File: src/rtl/req_queue.sv
// Request router feeding two independent first-word-fall-through FIFOs (AES / SHA).
// Define REQ_QUEUE_FULL_PUSHPOP_EN to accept a push into a full queue when it pops that cycle.
module req_queue_fifo #(
    parameter int W      = 18,
    parameter int QDEPTH = 16
) (
    input  logic         clk,
    input  logic         rst,
    input  logic         push_req,
    input  logic [W-1:0] wdata,
    output logic         ready_in,
    output logic         valid_out,
    output logic [W-1:0] rdata,
    input  logic         ready_out
);
    localparam int AW = $clog2(QDEPTH);
    localparam int PW = AW + 1;

    logic [W-1:0]  mem_q [QDEPTH];
    logic [PW-1:0] wptr_q, wptr_d;
    logic [PW-1:0] rptr_q, rptr_d;
    logic [W-1:0]  head_q, head_d;
    logic          empty, full, push, pop;

    assign empty = (wptr_q == rptr_q);
    assign full  = (wptr_q[AW] != rptr_q[AW]) &&
                   (wptr_q[AW-1:0] == rptr_q[AW-1:0]);
    assign pop   = !empty && ready_out;

`ifdef REQ_QUEUE_FULL_PUSHPOP_EN
    assign ready_in = !full || pop;
`else
    assign ready_in = !full;
`endif

    assign push      = push_req && ready_in;
    assign valid_out = !empty;
    assign rdata     = head_q;

    // Head register holds the next-cycle oldest entry; bypass when it is being written now.
    always_comb begin
        wptr_d = wptr_q + PW'(push);
        rptr_d = rptr_q + PW'(pop);
        head_d = head_q;
        if (rptr_d != wptr_d) begin
            if (push && (rptr_d == wptr_q)) begin
                head_d = wdata;
            end else begin
                head_d = mem_q[rptr_d[AW-1:0]];
            end
        end
    end

    always_ff @(posedge clk) begin
        if (rst) begin
            wptr_q <= '0;
            rptr_q <= '0;
            head_q <= '0;
        end else begin
            wptr_q <= wptr_d;
            rptr_q <= rptr_d;
            head_q <= head_d;
        end
    end

    always_ff @(posedge clk) begin
        if (push && !rst) begin
            mem_q[wptr_q[AW-1:0]] <= wdata;
        end
    end
endmodule

module req_queue #(
    parameter int ADDRW   = 8,
    parameter int OPCODEW = 2,
    parameter int QDEPTH  = 16
) (
    input  logic                       clk,
    input  logic                       rst_n,
    input  logic                       valid_in,
    input  logic [OPCODEW-1:0]         opcode,
    input  logic [ADDRW-1:0]           key_addr,
    input  logic [ADDRW-1:0]           text_addr,
    output logic                       ready_in_aes,
    output logic                       ready_in_sha,
    output logic [2*ADDRW+OPCODEW-1:0] instr_aes,
    output logic                       valid_out_aes,
    input  logic                       ready_out_aes,
    output logic [2*ADDRW+OPCODEW-1:0] instr_sha,
    output logic                       valid_out_sha,
    input  logic                       ready_out_sha
);
    localparam int IW = 2 * ADDRW + OPCODEW;

    logic [IW-1:0] req_word;
    logic          to_sha;

    // rst_n is active-high despite its name.
    assign req_word = {opcode, key_addr, text_addr};
    assign to_sha   = opcode[OPCODEW-1];

    req_queue_fifo #(.W(IW), .QDEPTH(QDEPTH)) u_aes (
        .clk       (clk),
        .rst       (rst_n),
        .push_req  (valid_in && !to_sha),
        .wdata     (req_word),
        .ready_in  (ready_in_aes),
        .valid_out (valid_out_aes),
        .rdata     (instr_aes),
        .ready_out (ready_out_aes)
    );

    req_queue_fifo #(.W(IW), .QDEPTH(QDEPTH)) u_sha (
        .clk       (clk),
        .rst       (rst_n),
        .push_req  (valid_in && to_sha),
        .wdata     (req_word),
        .ready_in  (ready_in_sha),
        .valid_out (valid_out_sha),
        .rdata     (instr_sha),
        .ready_out (ready_out_sha)
    );
endmodule

File: config.mk
export PLATFORM = sky130hd
export DESIGN_NAME = req_queue
export DESIGN_NICKNAME = d
export VERILOG_FILES = /design/src/rtl/req_queue.sv
export SDC_FILE = /design/constraint.sdc
export NUM_CORES = 1
export LEC_CHECK = 0
export ABC_AREA = 1
export ABC_CLOCK_PERIOD_IN_PS = 3000
export CORE_MARGIN = 3
export CORE_UTILIZATION = 50
export DETAILED_ROUTE_END_ITERATION = 16
export GPL_ROUTABILITY_DRIVEN = 0
export GPL_TIMING_DRIVEN = 0
export PLACE_DENSITY = 0.67
export SLEW_MARGIN = 15
export SYNTH_ARGS = -nofsm -noshare
export SYNTH_HDL_FRONTEND = slang
export SYNTH_SLANG_ARGS = --single-unit
File: constraint.sdc
create_clock -name clk -period 3 [get_ports clk]
set_input_delay 0.3 -clock clk [delete_from_list [all_inputs] [get_ports clk]]
set_output_delay 0.3 -clock clk [all_outputs]
set_load 0.05 [all_outputs]
Word-level counts from Yosys, hierarchy flattened
Memory sizes are Yosys's and may differ from the RTL's.
Cells that the tools add are included.
{"block": "totals", "reg_bits": 56, "mem_bits_rw": 576, "input_bits": 23, "word_cells": 46, "memories": 2}
{"block": "op_classes", "n_addsub": 4, "n_eq_ne": 10, "muxes": 6, "reduce_logical": 18}
{"name": "u_aes.mem_q", "words": 16, "width": 18, "rd": 1, "rd_clocked_by_memory_dff": 0, "write_ports": 1, "line_no": "19", "source": "logic [W-1:0] mem_q [QDEPTH];"}
{"name": "u_sha.mem_q", "words": 16, "width": 18, "rd": 1, "rd_clocked_by_memory_dff": 0, "write_ports": 1, "line_no": "19"}
{"cell": "2-to-1 mux 18 bit", "n": 2}
{"cell": "adder 5 x 1 -> 5 bit", "n": 4}
{"cell": "== test 5 bit", "n": 4}
{"cell": "logical AND 1 bit", "n": 12}
{"cell": "!= test 5 bit", "n": 2}
{"cell": "== test 4 bit", "n": 2}
{"cell": "logical NOT 1 bit", "n": 6}
{"cell": "2-to-1 mux 1 bit", "n": 4}
{"cell": "!= test 1 bit", "n": 2}

Depth between registers and ports, before layout
Gate-level depths: netlist of the first run.
{"block": "depth", "ltp_word": 7, "depth_mapped": 24, "ltp_nobuf": 22}

Modules after synthesis
From an unflattened synthesis of the first run, not the netlist that was laid out.
{"block": "hier_totals", "hier_cells": 2388, "area_unflattened_um2": 26978.4}
{"module": "req_queue_fifo", "n_inst": 2, "cells_each": 1192, "area_per_inst_um2": 13480.4}
{"module": "req_queue", "n_inst": 1, "cells_each": 4, "area_per_inst_um2": 17.5}

Least setup slack after synthesis of the first run
No wires, ideal clock.
{"block": "synth_timing", "path_type": "flip-flop to flip-flop", "start": "register u_sha.wptr_q[1]", "end": "register u_sha.head_q[10], in the netlist u_sha.rdata[10]", "setup_time_ps": 109, "arrival_time_ps": 3050, "t_required_ps": 2891, "path_slack_ps": -159, "stages_incl_launch_ff": 22, "path_buffers": 2, "period_less_slack_ps": 3159, "cell_sequence": "dfxtp_1 > inv_1 > nand2_1 > nand2_1 > nor2_1 > nand3_1 > nand2_1 > inv_2 > buf_2 > ha_1 > ha_1 > xnor2_1 > nand2_1 > nand2_2 > nand2_2 > nor2_8 > buf_6 > nand3_1 > nand2_1 > inv_1 > nand2_1 > inv_1"}
{"block": "synth_between", "word_cells_on_any_way": 14, "classes_between": "add/sub: 2; eq/ne: 4; mux: 1; reduce/logical: 6; memory: 1"}
{"element": "from (decl)", "line_no": "20", "source": "logic [PW-1:0] wptr_q, wptr_d;"}
{"element": "from (signal assigned)", "line_no": "60", "source": "wptr_q <= wptr_d;"}
{"element": "== test 4 bit *", "line_no": "27", "source": "(wptr_q[AW-1:0] == rptr_q[AW-1:0]);"}
{"element": "logical AND 1 bit *", "line_no": "26", "source": "assign full = (wptr_q[AW] != rptr_q[AW]) &&"}
{"element": "logical NOT 1 bit *", "line_no": "33", "source": "assign ready_in = !full;"}
{"element": "named net ready_in_sha", "line_no": "85", "source": "output logic ready_in_sha,"}
{"element": "logical AND 1 bit *", "line_no": "36", "source": "assign push = push_req && ready_in;"}
{"element": "adder 5 x 1 -> 5 bit / logical AND 1 bit (equally long branches)", "line_no": "42, 46"}
{"element": "!= test 5 bit / 2-to-1 mux 18 bit (equally long branches)", "line_no": "45, 46"}
{"element": "to (signal assigned)", "line_no": "58", "source": "head_q <= '0;"}
{"element": "to (signal assigned)", "line_no": "62", "source": "head_q <= head_d;"}
{"element": "to (decl)", "line_no": "22", "source": "logic [W-1:0] head_q, head_d;"}
Mark *: on every way through the listed nets, which the timed path passes. The rest lies on a longest branch.
A chain may end at the register's enable or synchronous reset.

Final worst setup path of the first run
{"block": "layout_timing", "start": "register u_sha.wptr_q[1]", "end": "register u_sha.head_q[15], in the netlist u_sha.rdata[15]"}
{"block": "layout_between", "elab_chain_cells": 7, "word_cells_on_any_way": 14, "classes_between": "add/sub: 2; eq/ne: 4; mux: 1; reduce/logical: 6; memory: 1"}
{"element": "== test 5 bit *", "line_no": "25", "source": "assign empty = (wptr_q == rptr_q);"}
{"element": "logical NOT 1 bit *", "line_no": "28", "source": "assign pop = !empty && ready_out;"}
{"element": "logical AND 1 bit *", "line_no": "28"}
{"element": "adder 5 x 1 -> 5 bit *", "line_no": "43", "source": "rptr_d = rptr_q + PW'(pop);"}
{"element": "named net u_sha.rptr_d[0]", "line_no": "21", "source": "logic [PW-1:0] rptr_q, rptr_d;"}
{"element": "branches (longest 3 deep; another with memory read (16 x 18 bit))"}
Mark *: on every way through the listed nets, which the timed path passes.

==> results of run 1 <==
worst max-delay path by stage:
stage | startpoint | to | slack [ps]
final | u_sha.wptr_q[1] | u_sha.rdata[15] | 110
after global routing | u_sha.wptr_q[2] | u_sha.rdata[15] | -40
after CTS | u_sha.wptr_q[2] | u_sha.rdata[14] | 0.4
after detailed placement | opcode[1] | u_aes.rdata[14] | -1210
after global placement | opcode[1] | u_aes.mem_q[2][12] | -1190
after floorplan | u_aes.wptr_q[2] | u_aes.rdata[10] | -50
cell type report:
cell class / instances / area, sq um / share of cell area (%)
buffer: 133 / 1041 / 3.164
clock buffer: 88 / 1861 / 5.655
clock inverter: 31 / 220.2 / 0.6694
inverter: 288 / 1099 / 3.339
multi-input combinational: 1737 / 7955 / 24.18
sequential: 632 / 18440 / 56.06
tap: 696 / 870.8 / 2.647
timing repair buffer: 126 / 1409 / 4.282
layout by cell type (no fill, tap or decap), types with 10 or more instances in the layout:
cell type,Yosys,layout
nor2_2,3,35
nand3_2,12,40
nor2_1,164,128
clkbuf_16,0,71
nand2_1,1048,1045
buf_6,6,46
clkbuf_4,0,19
buf_2,48,35
clkdlybuf4s50_1,0,44
inv_2,11,10
nand2_2,22,23
clkbuf_1,39,23
nand3_4,0,11
dfxtp_1,56,43
clkinv_1,1,12
clkbuf_2,0,29
clkinv_2,1,12
buf_4,15,38
buf_8,0,22
o21ai_0,50,48
edfxtp_1,576,576
nand3_1,401,362
buf_12,0,11
inv_1,274,270
per-layer routing:
| metal | vias up | global-route usage (%) | part of all wire, % |
|---|---|---|---|
| met5 | - | 0 | 0 |
| met4 | 0 | 10.18 | 3.0 |
| met3 | 150 | 5.668 | 8.8 |
| met2 | 943 | 40.25 | 46 |
| met1 | 9843 | 35.88 | 42 |
| li1 | 9531 | - | - |
worst max-delay path, cell delays in order, from the launching register on:
cell	delay, ps
dfxtp_4	390
inv_1	100
nand2_1	80
nand2_1	90
nor2_4	170
nand3_4	120
nand2_1	90
inv_2	80
ha_4	310
buf_8	170
buf_12	160
buf_6	170
nand2_1	80
nand3_1	80
nand3_1	140
nand3_2	140
nand2_1	100
nand2_1	80
nand3_1	110
nand2_1	80
inv_1	40
logic make-up (layout without fill, tap and decap cells):
group	after synthesis	after routing	share of synthesized area [%]
AO/OA/AOI/OAI	57	57	1.092
buffers and inverters	422	666	6.334
AND/OR/NAND/NOR	1665	1665	25.30
adder cells (fa/ha/maj)	8	8	0.3624
flip-flops	632	632	66.69
XOR/XNOR	7	7	0.2220
through the flow:
| step | utilization, % | cells | hold slack, ps |
|---|---|---|---|
| final | 60.66 | 3731 | 130.8 |
| after global routing | 60.66 | 3731 | 134.1 |
| after CTS | 59.57 | 3719 | 117.2 |
| after detailed placement | 55.10 | 3594 | 500.9 |
| after global placement | 53.78 | 3549 | 496.8 |
| after floorplan | - | 2791 | 398.9 |
report_power, final:
part / switching (mW) / internal (mW)
sequential: 0.149 / 9.83
combinational: 4.46 / 2.15
clock: 3.37 / 4.55
registers in the layout, summed over array words and instances (netlist names):
signal / cells
u_aes.mem_q: 288
u_aes.wptr_q: 5
u_sha.wptr_q: 5
u_sha.rptr_q: 5
u_aes.rptr_q: 5
u_sha.mem_q: 288
u_sha.rdata: 18
u_aes.rdata: 18
what timing repair did:
action                                  4_1_cts  5_1_grt
pin swaps                                     5       17
gates resized for setup                     104      189
endpoints found under the hold margin         0        0
endpoints found under the setup margin       36       36
hold buffers                                  0        0
gates cloned                                  0        1
setup buffers                                 7       11
==> flow_summary.json, run 1 <==
{
  "chipHeight_um": 241.0,
  "syn_area_sq_um": 27620,
  "critPathArrivalTime_ps": 3390,
  "grt_pass1_wl_um": 112600,
  "finalHoldViolations": 0,
  "synth_common_cells": "nand2_1 (1048), edfxtp_1 (576), nand3_1 (401)",
  "hpwl_um": 51370,
  "min_to": "u_aes.mem_q[1][11]",
  "grtUsageTotal_pct": 25.89,
  "row_count": 85,
  "via_count": 20467,
  "p_leak_nw": 13.74,
  "fin_tns_setup_ps": 0,
  "r2r-start": "u_sha.wptr_q[1]",
  "antenna_found_initial": 0,
  "powerDensity_nw_per_um2": 745.1,
  "cts_tree": "built",
  "clk_pin_slew_ps": 60,
  "r2r_setup_slack_ps": 110,
  "die_area_sq_um": 58090,
  "synth-async-reset-ratio_pct": 0,
  "grt_pass1_vias": 19630,
  "setup_violations": 0,
  "fin_ws_ps": 107.9,
  "reg2reg_to": "u_sha.rdata[15]",
  "yosysTopAreaCell": "edfxtp_1",
  "place_area_sq_um": 29890,
  "port_buffers": 62,
  "firstDrtPassIters": 7,
  "maxSlewHeadroom_pct": 46.65,
  "tightest_slew_ps": 800.2,
  "holdPathStages": 1,
  "stdcell_area_sq_um": 32900,
  "worstSetupStartpointType": "register",
  "cts_max_level": 3,
  "synth_area_per_cell_sq_um": 9.895,
  "cts_buffers": 67,
  "path_class": "reg2reg",
  "die_x_um": 241.0,
  "worst_setup_path_end_kind": "register",
  "fin_crit_ps": 2892,
  "area_growth_pct": 19.12,
  "peakVddDrop_uv": 460.8,
  "viasPerCell": 5.486,
  "drt-initial-drc-count": 2369,
  "start_util_pct": 50.92,
  "clock_latency_ps": 600,
  "yosysMostFrequentCell": "nand2_1",
  "critPathRequiredTime_ps": 3500,
  "ys_seq_area_share_pct": 66.69,
  "core-area_sq_um": 54240,
  "path_max_fanout": 10,
  "clock-sinks": 632,
  "drive_above_1_share_pct": 15.45,
  "cts-root-buf": "clkbuf_16",
  "rsz0062_at_grt": "true",
  "antennaDiodeCount": 0,
  "outcome": "finished clean",
  "ys.flop_type": "edfxtp_1",
  "drc": 0,
  "hp-class": "in2reg",
  "fmaxAchievable_mhz": 345.8,
  "clock_path_buffers": 3,
  "fillers": 4293,
  "syn_nets": 2822,
  "fin_skew_ps": 12.21,
  "synth-seq-cells": 632,
  "synth-edff-count": 576,
  "routedWlPerCell_um": 20.11,
  "syn_inst": 2791,
  "wl_um": 75030,
  "cap_violations": 0,
  "overflow": 0,
  "ant_nets": 0,
  "synthTopCellsByArea": "edfxtp_1 (63%), nand2_1 (14%), nand3_1 (7.3%)",
  "place_ws_ps": -1211,
  "grt_start_max_net_pins": 35,
  "yosys.cell_types.count": 31,
  "fin_nets": 3016,
  "power_mw": 24.51,
  "holdCritStartpoint": "key_addr[3]",
  "drv_slew": 0,
  "synth_top_area_share_pct": 62.63,
  "yosys_warnings": 0,
  "post-route-period-util_pct": 96.40,
  "io-pin-count": 63,
  "r2r_cells": 20
}
Power figures use the tool's default switching activity.
==> run 2, diff against run 1 <==
--- a/config.mk
+++ b/config.mk
@@ -7,7 +7,7 @@
 export LEC_CHECK = 0
 export ABC_AREA = 1
 export ABC_CLOCK_PERIOD_IN_PS = 3000
-export CORE_MARGIN = 3
+export CORE_MARGIN = 5
 export CORE_UTILIZATION = 50
 export DETAILED_ROUTE_END_ITERATION = 16
 export GPL_ROUTABILITY_DRIVEN = 0
==> run 2 against run 1 <==
Compared with the run above: power up 1.4%; largest power group unchanged; die area up 3.3%; clock power up 3.4%; clock skew up 13 ps; critical path type unchanged; sequential power about the same; utilization down 0.47 points; sequential cell count unchanged.
==> flow_summary.json, run 2 (synthesis gave the netlist of run 1 again) <==
{
  "clock-sinks": 632,
  "firstDrtPassIters": 6,
  "area_growth_pct": 19.59,
  "worstSetupStartpointType": "register",
  "finalHoldViolations": 0,
  "place_inst": 3602,
  "drt-initial-drc-count": 2404,
  "port_buffers": 62,
  "setup_violations": 0,
  "p_clk_share_pct": 33.0,
  "p_seq_share_pct": 40.2,
  "grtUsageTotal_pct": 24.94,
  "cts_max_level": 3,
  "outcome": "finished clean",
  "grt_pass1_vias": 19604,
  "drive_above_1_share_pct": 15.39,
  "clock_path_buffers": 3,
  "via_count": 20607,
  "path_cells": "buf_6 -> inv_2 -> nand2_1 -> nand2_2 -> nor2_4 -> nand3_4 -> nand2_1 -> inv_2 -> ha_4 -> ha_4 -> buf_6 -> nand2_1 -> nand2_1 -> nor2_2 -> nand3_2 -> nor2_4 -> buf_4 -> buf_4 -> nand3_1 -> nand3_1 -> nand2_1 -> inv_1",
  "cap_violations": 0,
  "drv_slew": 0,
  "ant_nets": 0,
  "slowest_stage": "dfxtp_2",
  "core-area_sq_um": 54880,
  "p_sw_share_pct": 32.34,
  "start_util_pct": 50.33,
  "crit_path_frequent_cell": "nand2_1",
  "path_class": "reg2reg",
  "fmaxAchievable_mhz": 344.7,
  "powerDensity_nw_per_um2": 752.4,
  "cts_tree": "built",
  "viasPerCell": 5.492,
  "io-pin-count": 63,
  "fin_nets": 3027,
  "grt_pass1_wl_um": 114300,
  "clk_pin_slew_ps": 60,
  "tightest_slew_ps": 857.8,
  "p_leak_nw": 13.80,
  "layout_commonest_cell": "nand2_1",
  "layout_common_cells": "nand2_1 (1044), edfxtp_1 (576), nand3_1 (367)",
  "cts-root-buf": "clkbuf_16",
  "path_max_fanout": 10,
  "post-route-period-util_pct": 96.70,
  "routedWlPerCell_um": 20.41,
  "die_area_sq_um": 60030,
  "r2r-start": "u_sha.wptr_q[2]",
  "grt_start_max_net_pins": 35,
  "critPathRequiredTime_ps": 3540,
  "holdPathStages": 1,
  "peakVddDrop_uv": 450.2,
  "drc": 0,
  "holdCritStartpoint": "text_addr[0]",
  "worst_path_largest_cell_delay_ps": 320,
  "clock_latency_ps": 600,
  "r2r_cells": 22,
  "cts_buffers": 67,
  "hp-class": "in2reg",
  "overflow": 0,
  "antenna_found_initial": 1,
  "wl_um": 76570,
  "fin_crit_ps": 2901,
  "layout.cells.non_filler": 3752,
  "hpwl_um": 52150,
  "row_count": 86,
  "die_x_um": 245.0,
  "chipHeight_um": 245.0,
  "fin_tns_setup_ps": 0,
  "fin_skew_ps": 24.78,
  "p_comb_share_pct": 26.8,
  "internal_power_mw": 16.81,
  "critPathArrivalTime_ps": 3440,
  "startpoint": "u_sha.wptr_q[2]",
  "antennaDiodeCount": 0,
  "worst_setup_path_end_kind": "register",
  "switchingPower_mw": 8.036,
  "maxSlewHeadroom_pct": 42.82
}
-- run 2: cell types whose count changed in the layout (fill, tap and decap cells not counted), sizes merged --
cell	previous run	this run
buf	157	168
bufinv	2	6
clkbuf	145	138
clkinv	28	31
dlygate4sd3	0	3
inv	288	287
-- run 2: repair_timing --
item,4_1_cts,5_1_grt
gates resized for setup,126,126
cloned,0,2
setup endpoints to repair,39,36
hold buffers,3,0
setup buffers,10,16
pin swaps,6,25
hold endpoints to repair,6,0
-- run 2: worst max-delay path: cells and delay by family, from the launching register on --
kind | cells | cell delay [ps]
buffers and inverters | 7 | 700
adders and majority gates | 2 | 390
DFF | 1 | 320
and+or+nand+nor | 13 | 1440
-- run 2: power by group through the flow --
stage               Sequential (mW)  Combinational, mW  Clock (mW)
detailed placement             10.2               5.97           0
finish                         9.99               6.67        8.19
global route                   10.0               7.22        8.63
floorplan                      10.8               3.24           0
global placement               10.2               5.83           0
CTS                            9.98               6.27        8.31
-- run 2: layout make-up --
cell class                      count  area [sq um]
Inverter                          288          1106
Sequential cell                   632         18440
Fill cell                        4392         21850
Buffer                            132         999.7
Clock inverter                     37         357.8
Timing Repair Buffer              138          1533
Clock buffer                       84          1804
Tap cell                          704         880.8
Multi-Input combinational cell   1737          7903
-- run 2: final timing paths --
path                                      endpoint  slack, ps
worst min-delay path            u_aes.mem_q[11][0]         30
worst max-delay path                u_sha.rdata[5]        100
worst max register to register      u_sha.rdata[5]        100
worst min register to register     u_aes.rptr_q[4]        510
-- run 2: per-layer routing --
layer  GRT usage [%]  part of all wire [%]
met1           34.21                    40
met2           39.88                    47
met3           4.932                   9.8
met4           9.373                   3.3
met5               0                     0
-- run 2: per-stage QoR --
stage / setup WS, ps / hold WS (ps) / area, sq um / power (mW) / util [%]
after global routing: -37.77 / 21.55 / 33030 / 25.86 / 60.18
final: 99.14 / 27.34 / 33030 / 24.85 / 60.18
after detailed placement: -1197 / 505.8 / 29920 / 16.14 / 54.53
after global placement: -1174 / 499.6 / 29180 / 16.01 / 53.17
after floorplan: -49.17 / 398.9 / 27680 / 14.04 / -
after CTS: 2.300 / 5.293 / 32540 / 24.57 / 59.30
